File: config.mk
export PLATFORM = sky130hd
export DESIGN_NAME = mem_port_arbiter
export DESIGN_NICKNAME = d
export VERILOG_FILES = /design/src/rtl/mem_port_arbiter.sv
export SDC_FILE = /design/constraint.sdc
export NUM_CORES = 1
export LEC_CHECK = 0
export CORE_AREA = 10 10 98 109
export CTS_CLUSTER_SIZE = 28
export DETAILED_ROUTE_END_ITERATION = 16
export DIE_AREA = 0 0 108 119
export MAX_ROUTING_LAYER = met4
export PLACE_DENSITY = 0.8
export SYNTH_ARGS = -nofsm -noshare
export SYNTH_HDL_FRONTEND = slang
export SYNTH_SLANG_ARGS = --single-unit
File: constraint.sdc
create_clock -name clk -period 2 [get_ports clk]
set_input_delay 0.2 -clock clk [delete_from_list [all_inputs] [get_ports clk]]
set_output_delay 0.2 -clock clk [all_outputs]
set_load 0.03 [all_outputs]
File: src/rtl/mem_port_arbiter.sv
// mem_port_arbiter: shares one single-port synchronous RAM (1-cycle read
// latency) between the instruction-fetch port and the data port. Data wins
// contention, except that a fetch is forced through after STARVE_LIMIT
// consecutive data grants made while a fetch was waiting. Cycles in which both
// ports request are counted in a saturating contention counter.
module mem_port_arbiter #(
  parameter int ADDR_W       = 12,
  parameter int STARVE_LIMIT = 4,
  parameter int CNT_W        = 16
) (
  input  logic              clk,
  input  logic              resetb,
  // instruction-fetch port
  input  logic              if_req,
  input  logic [31:0]       if_addr,
  output logic              if_gnt,
  output logic              if_rvalid,
  output logic [31:0]       if_rdata,
  // data port
  input  logic              dm_req,
  input  logic              dm_we,
  input  logic [3:0]        dm_be,
  input  logic [31:0]       dm_addr,
  input  logic [31:0]       dm_wdata,
  output logic              dm_gnt,
  output logic              dm_rvalid,
  output logic [31:0]       dm_rdata,
  // RAM side
  output logic              mem_en,
  output logic              mem_we,
  output logic [3:0]        mem_be,
  output logic [ADDR_W-1:0] mem_addr,
  output logic [31:0]       mem_wdata,
  input  logic [31:0]       mem_rdata,
  // contention counter
  input  logic              conflict_clr,
  output logic [CNT_W-1:0]  conflict_cnt
);

  localparam int SW = $clog2(STARVE_LIMIT + 1);
  localparam logic [SW-1:0] LIMIT = SW'(STARVE_LIMIT);

  // Which port owns the RAM response arriving next cycle.
  typedef enum logic [1:0] {
    OWN_NONE = 2'd0,
    OWN_IF   = 2'd1,
    OWN_DM   = 2'd2
  } owner_e;

  owner_e            owner_q, owner_d;
  logic [SW-1:0]     streak_q, streak_d;
  logic [CNT_W-1:0]  cnt_q, cnt_d;

  // Address bits outside the RAM word index alias and are deliberately dropped.
  logic unused_addr_bits;
  assign unused_addr_bits = ^{if_addr[31:ADDR_W+2], if_addr[1:0],
                              dm_addr[31:ADDR_W+2], dm_addr[1:0]};

  // Saturating increment: sticks at all-ones instead of wrapping.
  function automatic logic [CNT_W-1:0] sat_inc(input logic [CNT_W-1:0] v);
    return (&v) ? v : v + CNT_W'(1);
  endfunction

  // Grant decision: data first, fetch forced once the streak hits the limit.
  // Grants are held low while reset is asserted.
  always_comb begin
    if_gnt = 1'b0;
    dm_gnt = 1'b0;
    if (resetb) begin
      if (if_req && (!dm_req || (streak_q == LIMIT))) begin
        if_gnt = 1'b1;
      end else if (dm_req) begin
        dm_gnt = 1'b1;
      end
    end
  end

  // RAM request mux driven by whichever port was granted.
  always_comb begin
    mem_en    = if_gnt | dm_gnt;
    mem_we    = dm_we & dm_gnt;
    mem_be    = dm_gnt ? dm_be : (if_gnt ? 4'hF : 4'h0);
    mem_addr  = dm_gnt ? dm_addr[ADDR_W+1:2] : if_addr[ADDR_W+1:2];
    mem_wdata = dm_wdata;
  end

  // Next-state for streak, response owner and contention counter.
  always_comb begin
    streak_d = streak_q;
    if (!if_req || if_gnt) begin
      streak_d = '0;
    end else if (dm_gnt && (streak_q != LIMIT)) begin
      streak_d = streak_q + SW'(1);
    end

    owner_d = OWN_NONE;
    if (if_gnt) begin
      owner_d = OWN_IF;
    end else if (dm_gnt) begin
      owner_d = OWN_DM;
    end

    cnt_d = cnt_q;
    if (conflict_clr) begin
      cnt_d = '0;
    end else if (if_req && dm_req) begin
      cnt_d = sat_inc(cnt_q);
    end
  end

  // State registers; reset drops any response still in flight.
  always_ff @(posedge clk or negedge resetb) begin
    if (!resetb) begin
      owner_q  <= OWN_NONE;
      streak_q <= '0;
      cnt_q    <= '0;
    end else begin
      owner_q  <= owner_d;
      streak_q <= streak_d;
      cnt_q    <= cnt_d;
    end
  end

  // Response routing: RAM data goes to both ports, valid only to the owner.
  always_comb begin
    if_rvalid    = (owner_q == OWN_IF);
    dm_rvalid    = (owner_q == OWN_DM);
    if_rdata     = mem_rdata;
    dm_rdata     = mem_rdata;
    conflict_cnt = cnt_q;
  end

endmodule
-- After elaboration in Yosys (flattened, before gate mapping)
Index checks and enable logic that the tools add are counted.
- add/sub/neg operators: 2
- eq/ne operators: 5
- mux-type cells: 15
- bitwise gates (word level): 2
- reduce and logical (&&, ||, !) cells: 11
- operators by type and width (kind ; count):
    $mux W16 ; 3
    $add A16 B1 Y16 const B ; 1
    $reduce_and A16 Y1 ; 1
    $mux W12 ; 1
    $mux W4 ; 2
    $mux W3 ; 2
    $mux W1 ; 5
    $mux W2 ; 2
    $reduce_bool A2 Y1 ; 2
    $add A3 B1 Y3 const B ; 1
    $eq A3 B3 Y1 const B ; 1
    $logic_and A1 B1 Y1 ; 3
    $ne A3 B3 Y1 const B ; 1
    $eq A2 B1 Y1 const B ; 1
    $eq A2 B2 Y1 const B ; 1
    $logic_not A1 Y1 ; 2
    $logic_or A1 B1 Y1 ; 2
    $ne A2 B2 Y1 const B ; 1
    $reduce_and A2 Y1 ; 1
    $and A1 B1 Y1 ; 1
    $or A1 B1 Y1 ; 1
- flip-flop bits (word level): 21
- output and inout port bits: 134
- logic and storage cells: 38

-- Depth between registers and ports, before layout
Gate-level depths: netlist of the first run.
- depth in word-level cells: 8
- mapped depth: 6
- gate-level depth less buffers: 6

-- Worst setup path after synthesis of the first run
No wires, ideal clock.
- path kind: register -> output
- start: reg streak_q[0]
- end: out mem_addr[10]
- arrival time: 1.862 ns
- slack: -0.062 ns
- cell stages (with the launch flop): 7
- path through: dfrtp_1 -> inv_1 -> ha_1 -> a21bo_2 -> a21oi_2 -> buf_2 -> mux2_2
- word-level cells in the longest chain between the ends: 6
- RTL lines (what ; line ; RTL):
    start: declaration ; 51 ; logic [SW-1:0] streak_q, streak_d;
    start signal: assignment ; 119 ; streak_q <= streak_d;
    $eq A3 B3 Y1 ; 70 ; if (if_req && (!dm_req || (streak_q == LIMIT))) begin
    $logic_or A1 B1 Y1 ; 70 ;
    $logic_and A1 B1 Y1 ; 70 ;
    $mux W1 ; 70 ;
    $mux W1 ; 69 ; if (resetb) begin
    via dm_gnt ; 25 ; output logic dm_gnt,
    $mux W12 ; 83 ; mem_addr = dm_gnt ? dm_addr[ADDR_W+1:2] : if_addr[ADDR_W+1:2];
    end: declaration ; 32 ; output logic [ADDR_W-1:0] mem_addr,
The timed path passes the listed nets, and every way through them passes these cells.

-- Final worst setup path of the first run
- start: reg streak_q[1]
- end: out mem_addr[7]
- word-level cells in the longest chain between the ends: 6
- RTL lines (what ; line):
    $eq A3 B3 Y1 ; 70
    $logic_or A1 B1 Y1 ; 70
    $logic_and A1 B1 Y1 ; 70
    $mux W1 ; 70
    $mux W1 ; 69
    $mux W12 ; 83
Every way passes these cells.

==> metrics, run 1 <==
run status=complete, but fails checks; failing checks=setup timing; H-tree lvl count=1; post-synthesis adder-cell area fraction=1.748%; antenna violations before repair=0; crit path DAT=1.86 ns; Static Leak=1.034 nW; Via Count=approximately 1600; Nets=374; Worst slew margin=62.65%; fill count=889; Total Wirelength=5937 µm; vias in the first global route=1890; RSZ-0062 raised after global routing=yes; GP Congestion=0.7665; Final Non-Filler Cells=around 350; post-synthesis cell type count=40; min-delay worst type=input port to primary output; CP Class=register to primary output; Crit Path Max Fanout=7; Yosys reg bits=21; Inserted Clock Buffers=3; crit path time final=2.059 ns; Fin. Hold Viols=0; startpoint types=register; diode count=0; worst-case vdd ir drop=~0.20 mV; io pins=272; CTS tree=built; Avg Cell Area, Syn=8.693 µm²; Clock Skew=0.004998 ns; Synthesized Nets=~390; largest family of logic cells by synthesized area=buffers and inverters; Iter 0 DRT Violations=46; Worst-Margin Slew=roughly 0.56 ns; clk slew on worst S/H paths=0.08 ns; # setup viols final=12; Pwr Total=approximately 1.1 mW; YS warnings=0; Post-route DRC=0; synthesized cell area=2147 µm²; total track usage=9.549%; Final ANT Viol Nets=0; GR Overflow Total=0; post-layout util=28.91%; area of the die=roughly 13000 µm²; sequential share of the synthesized area=around a quarter; vias per cell=4.645; pwr dens=~420 nW/µm²; Detail Placement HPWL=about 4800 µm; Synth Area in XOR/XNOR=0%; Max Cap Viol=0; fmax=0.4857 GHz; die width=108 µm; first-pass GRT wire length=9639 µm; Final Max Slew Viols=0; worst setup margin=-0.05907 ns; Initial Util=24.96%; pre-CTS setup slack=-0.4118 ns; crit share post-route=103.0%; Core Rows=36; critical path endpoint category=primary output; Die Span Y=between 100 and 150 µm; post-synthesis mux area share=roughly 9%; root buffer cell=clkbuf_8; Simple-Gate Fraction of Synth Area=20.05%; hold bufs inserted after CTS=0; area delta synth->final=15.85%; DP Cell Count=340; pin count of the biggest net entering global routing=33; layout cells sized above 1=28.45%; deepest clock path buffer count=2; complex-gate fraction of the synthesized area=between 8 and 9%; Syn Inst Count=247; PortBufs=a little over 70; CTS Sinks=21; core area=between 8000 and 9000 µm²; First-pass DRT Iterations=4; wire per inst=approximately 17 µm; WP data required=1.80 ns; worst-skew pair later-pin latency=0.26 ns; Worst R2R Setup Slack=roughly 0.16 ns
state kept, by name, summed over array words and instances, names as in the netlist:
name	flops
conflict_cnt	16
owner_q	2
streak_q	3
timing repair:
| item | 4_1_cts | 5_1_grt |
|---|---|---|
| gates cloned | 1 | 0 |
| resized for setup | 110 | 2 |
| pin swaps | 3 | 1 |
| buffers inserted | 3 | 0 |
| setup endpoints to repair | 14 | 15 |
layout make-up:
cell class	instances	area [µm²]	area share, %
clock buffers	4	45.04	1.811
inverters	5	18.77	0.7545
flip-flops and latches	21	525.5	21.13
well taps	114	142.6	5.734
multi-input cells	118	933.4	37.53
repair buffers	84	822.0	33.05
power by group:
part / switching, mW / internal [mW]
Clock: 0.143 / 0.142
Combinational: 0.158 / 0.174
Sequential: 0.00443 / 0.429
critical path: stages, from the launching register on:
cell	delay (ns)
dfrtp_1	0.37
inv_2	0.06
ha_4	0.15
a21bo_4	0.21
a21oi_4	0.17
buf_6	0.17
mux2_4	0.32
buf_6	0.14
cell usage in the layout (no fill, tap or decap), drive strengths merged, types with 2 or more instances in the layout:
cell / synthesis / final
or2: 2 / 2
inv: 5 / 5
nor4: 4 / 4
o31ai: 7 / 7
buf: 100 / 33
o21ai: 3 / 3
nor2b: 7 / 7
and3: 3 / 3
or3: 2 / 2
and2: 2 / 2
nor3: 3 / 3
nand3: 11 / 11
nor3b: 2 / 2
clkdlybuf4s50: 0 / 51
nor2: 8 / 8
a21oi: 11 / 11
o21a: 2 / 2
dfrtp: 21 / 21
or4: 6 / 6
ha: 3 / 3
clkbuf: 3 / 4
mux2: 17 / 17
nand2: 11 / 11
nand4: 6 / 6
cell usage after synthesis, drive strengths merged:
cell,count,area (µm²)
a31oi,1,6.260
nand3,11,60.06
o21ai,3,15.01
nor3,3,20.02
or3,2,12.51
a21boi,1,7.510
buf,100,747.0
a21bo,1,10.01
a21oi,11,58.81
and4,1,8.760
nor2,8,30.03
nand4b,1,8.760
inv,5,18.77
clkbuf,3,11.26
dfrtp,21,525.5
o21a,2,15.01
nor2b,7,43.79
nor3b,2,15.01
o22ai,1,6.260
and2,2,12.51
ha,3,37.54
nor4,4,40.04
and3,3,18.77
nand4,6,52.55
o21ba,1,10.01
or4,6,45.04
o31ai,7,52.55
or2,2,12.51
nor4b,1,8.760
nand2,11,41.29
mux2,17,195.2
final timing paths:
kind	startpoint	end	cells after the start
max in group asynchronous	resetb	owner_q[1]	2
min in group asynchronous	resetb	conflict_cnt[8]	2
hold reg to reg	streak_q[2]	streak_q[2]	2
setup / recovery	streak_q[1]	mem_addr[7]	7
hold / removal	mem_rdata[1]	if_rdata[1]	0
setup reg to reg	conflict_cnt[0]	conflict_cnt[15]	5
logic make-up (layout without fill, tap and decap cells):
family | count (synthesis) | after routing
mux | 17 | 17
buf+inv | 108 | 93
compound gates | 28 | 28
fa+ha+maj | 3 | 3
simple gates | 70 | 70
flops | 21 | 21
layer usage:
metal	up-vias	track usage [%]	share of wire (%)
li1	723	-	-
met1	751	9.330	35
met2	74	15.22	48
met3	59	3.128	9.8
met4	0	7.525	7.2
met5	-	-	0
stage by stage:
stage	setup TNS [ns]	hold slack, ns	cell area, µm²
4_1_cts	-1.058	0.4002	2524
3_5_place_dp	-4.865	0.4002	2317
5_1_grt	-1.621	0.4000	2487
3_3_place_gp	-4.540	0.4002	2317
6_report	-0.5692	0.4000	2487
2_1_floorplan	0	-0.09559	2150
No activity file was read; power rests on OpenSTA's default activity.
==> run 2, diff against run 1 <==
- CORE_AREA: 10 10 98 109 -> 5 5 103 105
- DIE_AREA: 0 0 108 119 -> 0 0 108 110
- PLACE_DENSITY: 0.8 -> 0.72
==> run 2 against run 1 <==
Effect of this change:
- the flow still finishes with violations (setup timing)
- sequential share of layout area decreased by 0.26 points
- largest power group unchanged
- die area decreased by 7.6%
- non-clock buffer count increased by 4
- power decreased by 0.62%
==> metrics, run 2 (same netlist as run 1, synthesis figures left out) <==
biggest cell delay along the critical path=0.37 ns; startpoint types=register; most frequent CP cell=buf_6; worst setup margin=-0.03320 ns; critical path endpoint category=primary output; total track usage=a little over 9%; GR Overflow Total=0; vias per cell=about 4.4; vias in the first global route=1795; Clock Skew=0.003039 ns; Worst-Margin Slew=between 0.4 and 0.5 ns; diode count=0; deepest clock path buffer count=2; CP Class=register to primary output; Final Cell Area=between 2000 and 3000 µm²; GP Congestion=0.7684; wire per inst=14.44 µm; critical path's slowest cell=dfrtp_1; layout cells sized above 1=between 20% and 30%; failing checks=setup timing; Post-route DRC=0; First-pass DRT Iterations=4; min-delay worst type=input port to asynchronous set/reset pin; # setup viols final=11; worst-case vdd ir drop=0.2454 mV; RSZ-0062 raised after global routing=yes; Detail Placement HPWL=between 4000 and 5000 µm; Hold Worst Slack=0.3988 ns; Global Route met3 Usage=2.330%; post-layout util=26.38%; root buffer cell=clkbuf_8; commonest non-fill, non-tap cell in the layout=clkdlybuf4s50_1; die width=108 µm; grt peak-use layer=met2; CTS tree=built; GR met1 Demand/Resource=9.889%; Final ANT Viol Nets=0; Inserted Clock Buffers=3; crit share post-route=101.7%; crit path time final=just over 2 ns; io pins=between 200 and 300; run status=complete, but fails checks; Static Leak=between 1 and 1.5 nW; grt met2 use=15.41%; core area=9549 µm²; most frequent cells in the layout=51 x clkdlybuf4s50_1, 21 x dfrtp_1, 21 x buf_4, 16 x buf_6; pre-CTS setup slack=-0.4172 ns; Fin. Hold Viols=0; H-tree lvl count=1; area of the die=between 10000 and 15000 µm²; worst-skew pair later-pin latency=about 0.26 ns; Nets=378; antenna violations before repair=0; Initial Util=~22%; DP Area=2351 µm²; clk slew on worst S/H paths=0.08 ns; PortBufs=between 70 and 80; Crit Path Max Fanout=6; Pwr Total=1.045 mW; Final Max Slew Viols=0; Die Span Y=between 100 and 150 µm; Via Count=~1600; Max Cap Viol=0; Worst slew margin=69.34%; WP data required=roughly 1.8 ns; Iter 0 DRT Violations=47; fmax=0.4918 GHz; crit path DAT=1.83 ns; CTS Sinks=21; pin count of the biggest net entering global routing=33; pwr dens=415.0 nW/µm²; Total Wirelength=approximately 5300 µm; area delta synth->final=17.31%; Core Rows=36; max reg flops=16; CP Cell Sequence=inv_2, ha_4, a21bo_4, a21oi_4, buf_6, mux2_2, buf_6; first-pass GRT wire length=roughly 8500 µm
run 2: changes by cell type in the layout (fill, tap and decap cells not counted), sizes merged:
cell    delta
buf        +4
clkbuf     -1
clkinv     +1
run 2: area by class of cell:
cell class	instances	area, µm²
Multi-Input combinational cell	118	913.4
Timing Repair Buffer	88	848.3
Clock buffer	3	41.29
Tap cell	133	166.4
Sequential cell	21	525.5
Fill cell	1063	7030
Clock inverter	1	5.005
Inverter	5	18.77
run 2: metrics by stage:
stage | instances | TNS [ns]
after floorplan | 247 | 0
after global placement | 362 | -4.846
after detailed placement | 362 | -5.318
after CTS | 368 | -0.3179
after global routing | 369 | -1.358
final | 369 | -0.2407
run 2: what timing repair did:
item                                    in CTS  in global routing
pin swaps                                    3                  0
hold buffers                                 0                  0
endpoints found under the setup margin      13                 17
setup buffers                                2                  1
gates resized for setup                    104                  1
run 2: worst max-delay path: cells and delay by family, from the launching register on:
family                     cells  cell delay (ns)
AOI/OAI and AO/OA              2             0.36
adders and majority gates      1             0.15
buffers and inverters          3             0.35
DFF                            1             0.37
muxes                          1             0.34
run 2: power by group:
group	internal (mW)	switching, mW	total (mW)
combinational	0.173	0.154	0.327
sequential	0.429	0.00453	0.434
clock	0.139	0.146	0.284
run 2: path summary, 6_finish.rpt:
check / slack [ns] / start / cells past startpoint / endpoint
setup reg to reg: 0.18 / conflict_cnt[1] / 6 / conflict_cnt[1]
min in group clk: 0.40 / dm_wdata[12] / 0 / mem_wdata[12]
setup / recovery: -0.03 / streak_q[1] / 7 / mem_addr[1]
hold reg to reg: 0.58 / streak_q[2] / 2 / streak_q[2]
max in group asynchronous: 1.37 / resetb / 2 / owner_q[0]
hold / removal: 0.40 / resetb / 2 / conflict_cnt[4]
run 2: layer usage:
metal | part of all wire (%) | vias up
met2 | 48 | 102
met3 | 8.5 | 45
met4 | 4.9 | 0
met5 | 0 | -
met1 | 39 | 729
li1 | - | 732
==> run 3, diff against run 2 <==
- clock period: 2 -> 1.9 ns (I/O delays scaled with it)
==> run 3 against run 2 <==
Effect of this change:
- the run still ends with setup timing left
- global-route usage about the same
- hold slack got worse by 0.050 ns
- via count increased by 0.19%
- clock power about the same
- non-clock buffer count increased by 4
- flip-flop and latch count unchanged
- design area increased by 2.3%
- first-iteration DRC count increased by 11%
- largest cell class unchanged
- highest routed layer unchanged
==> metrics, run 3 (same netlist as run 1, synthesis figures left out) <==
Final Max Slew Viols=0; worst r2r dst=conflict_cnt[15]; biggest cell delay along the critical path=0.36 ns; most frequent cells in the layout=51 x clkdlybuf4s50_1, 23 x buf_4, 21 x dfrtp_1, 17 x buf_6, 13 x mux2_4; crit path DAT=1.85 ns; crit path time final=2.035 ns; min-delay worst type=input port to asynchronous set/reset pin; area of the die=11880 µm²; core area=9549 µm²; clk slew on worst S/H paths=about 0.08 ns; CTS Sinks=21; Critical Path Sink=mem_addr[0]; Clock Skew=0.002863 ns; CP top delay family=compound AO/OA/AOI/OAI gates; antenna violations before repair=0; deepest clock path buffer count=2; critical path endpoint category=primary output; CTS tree=built; Worst setup startpoint=streak_q[1]; Via Count=1611; Final Non-Filler Cells=between 300 and 400; max reg flops=16; Nets=between 300 and 400; pwr dens=~430 nW/µm²; fmax=around 0.49 GHz; critical path's slowest cell=dfrtp_1; DP Cell Count=approximately 360; Worst-Margin Slew=0.4979 ns; worst-skew pair later-pin latency=0.25 ns; setup tns final=-1.709 ns; worst setup margin=-0.1354 ns; hold bufs inserted after CTS=0; Inserted Clock Buffers=3; total track usage=under 10%; WP depth=7; Post-route DRC=0; vias in the first global route=1801; Detail Placement HPWL=~4200 µm; worst-case vdd ir drop=roughly 0.21 mV; area delta synth->final=19.99%; Fin. Hold Viols=0; Crit Path Max Fanout=7; worst r2r src=conflict_cnt[0]; io pins=between 200 and 300; Die Span Y=110 µm; Iter 0 DRT Violations=52; layout cells sized above 1=31.25%; Static Leak=1.074 nW; post-layout util=26.98%; failing checks=setup timing; WP data required=1.71 ns; die width=108 µm; root buffer cell=clkbuf_8; Core Rows=36; # setup viols final=14; Hold Worst Slack=around 0.35 ns; Total Wirelength=5313 µm; RSZ-0062 raised after global routing=yes; wire per inst=14.24 µm; GR Overflow Total=0; Pwr Total=1.102 mW; First-pass DRT Iterations=4; diode count=0; run status=complete, but fails checks; Max Cap Viol=0; Worst R2R Setup Slack=0.18 ns; pin count of the biggest net entering global routing=33; commonest non-fill, non-tap cell in the layout=clkdlybuf4s50_1; crit share post-route=107.1%; Final ANT Viol Nets=0; H-tree lvl count=1; Worst slew margin=66.70%; first-pass GRT wire length=8480 µm; PortBufs=71; worst path bufs/invs=3; Initial Util=22.48%; GP Congestion=0.7632; CP Cell Sequence=inv_2, ha_4, a21bo_4, a21oi_4, buf_8, mux2_4, buf_6; startpoint types=register; CP Class=register to primary output; vias per cell=4.319; Worst R2R Path Depth=5
[run 3: worst min-delay path by stage]
stage	start	to	slack [ns]	cells after the start
CTS	resetb	owner_q[0]	0.35	2
global placement	dm_wdata[0]	mem_wdata[0]	0.38	0
global route	resetb	owner_q[0]	0.36	2
detailed placement	dm_wdata[0]	mem_wdata[0]	0.38	0
finish	resetb	owner_q[0]	0.35	2
floorplan	resetb	conflict_cnt[0]	-0.11	0
[run 3: routing by layer]
metal  global-route usage [%]  vias to the layer above  wire (µm)
met5                        -                        -          0
met4                    4.509                        0        201
met3                    2.330                       34        416
met2                    16.12                       90       2664
met1                    9.605                      746       2030
li1                         -                      741          -
[run 3: where the power goes]
part	switching (mW)	internal, mW
Combinational	0.168	0.193
Sequential	0.00337	0.452
Clock	0.137	0.149
Total	0.308	0.794
[run 3: cell type report]
cell class,count,area (µm²)
clock buffer,4,45.04
fill,1030,6973
inverter,5,18.77
multi-input combinational,118,930.9
sequential,21,525.5
tap,133,166.4
timing repair buffer,92,889.6
[run 3: stage by stage]
stage / cell area (µm²) / setup WS (ns)
global placement: 2379 / -0.4384
finish: 2576 / -0.1354
CTS: 2579 / -0.1687
global route: 2576 / -0.2084
detailed placement: 2379 / -0.4727
floorplan: 2161 / 0.001331
[run 3: what timing repair did]
item / in CTS / in global routing
hold endpoints to repair: 0 / 0
gates cloned: 1 / 0
buffers inserted: 4 / 3
gates resized for setup: 107 / 6
endpoints found under the setup margin: 18 / 25
pin swaps: 3 / 4
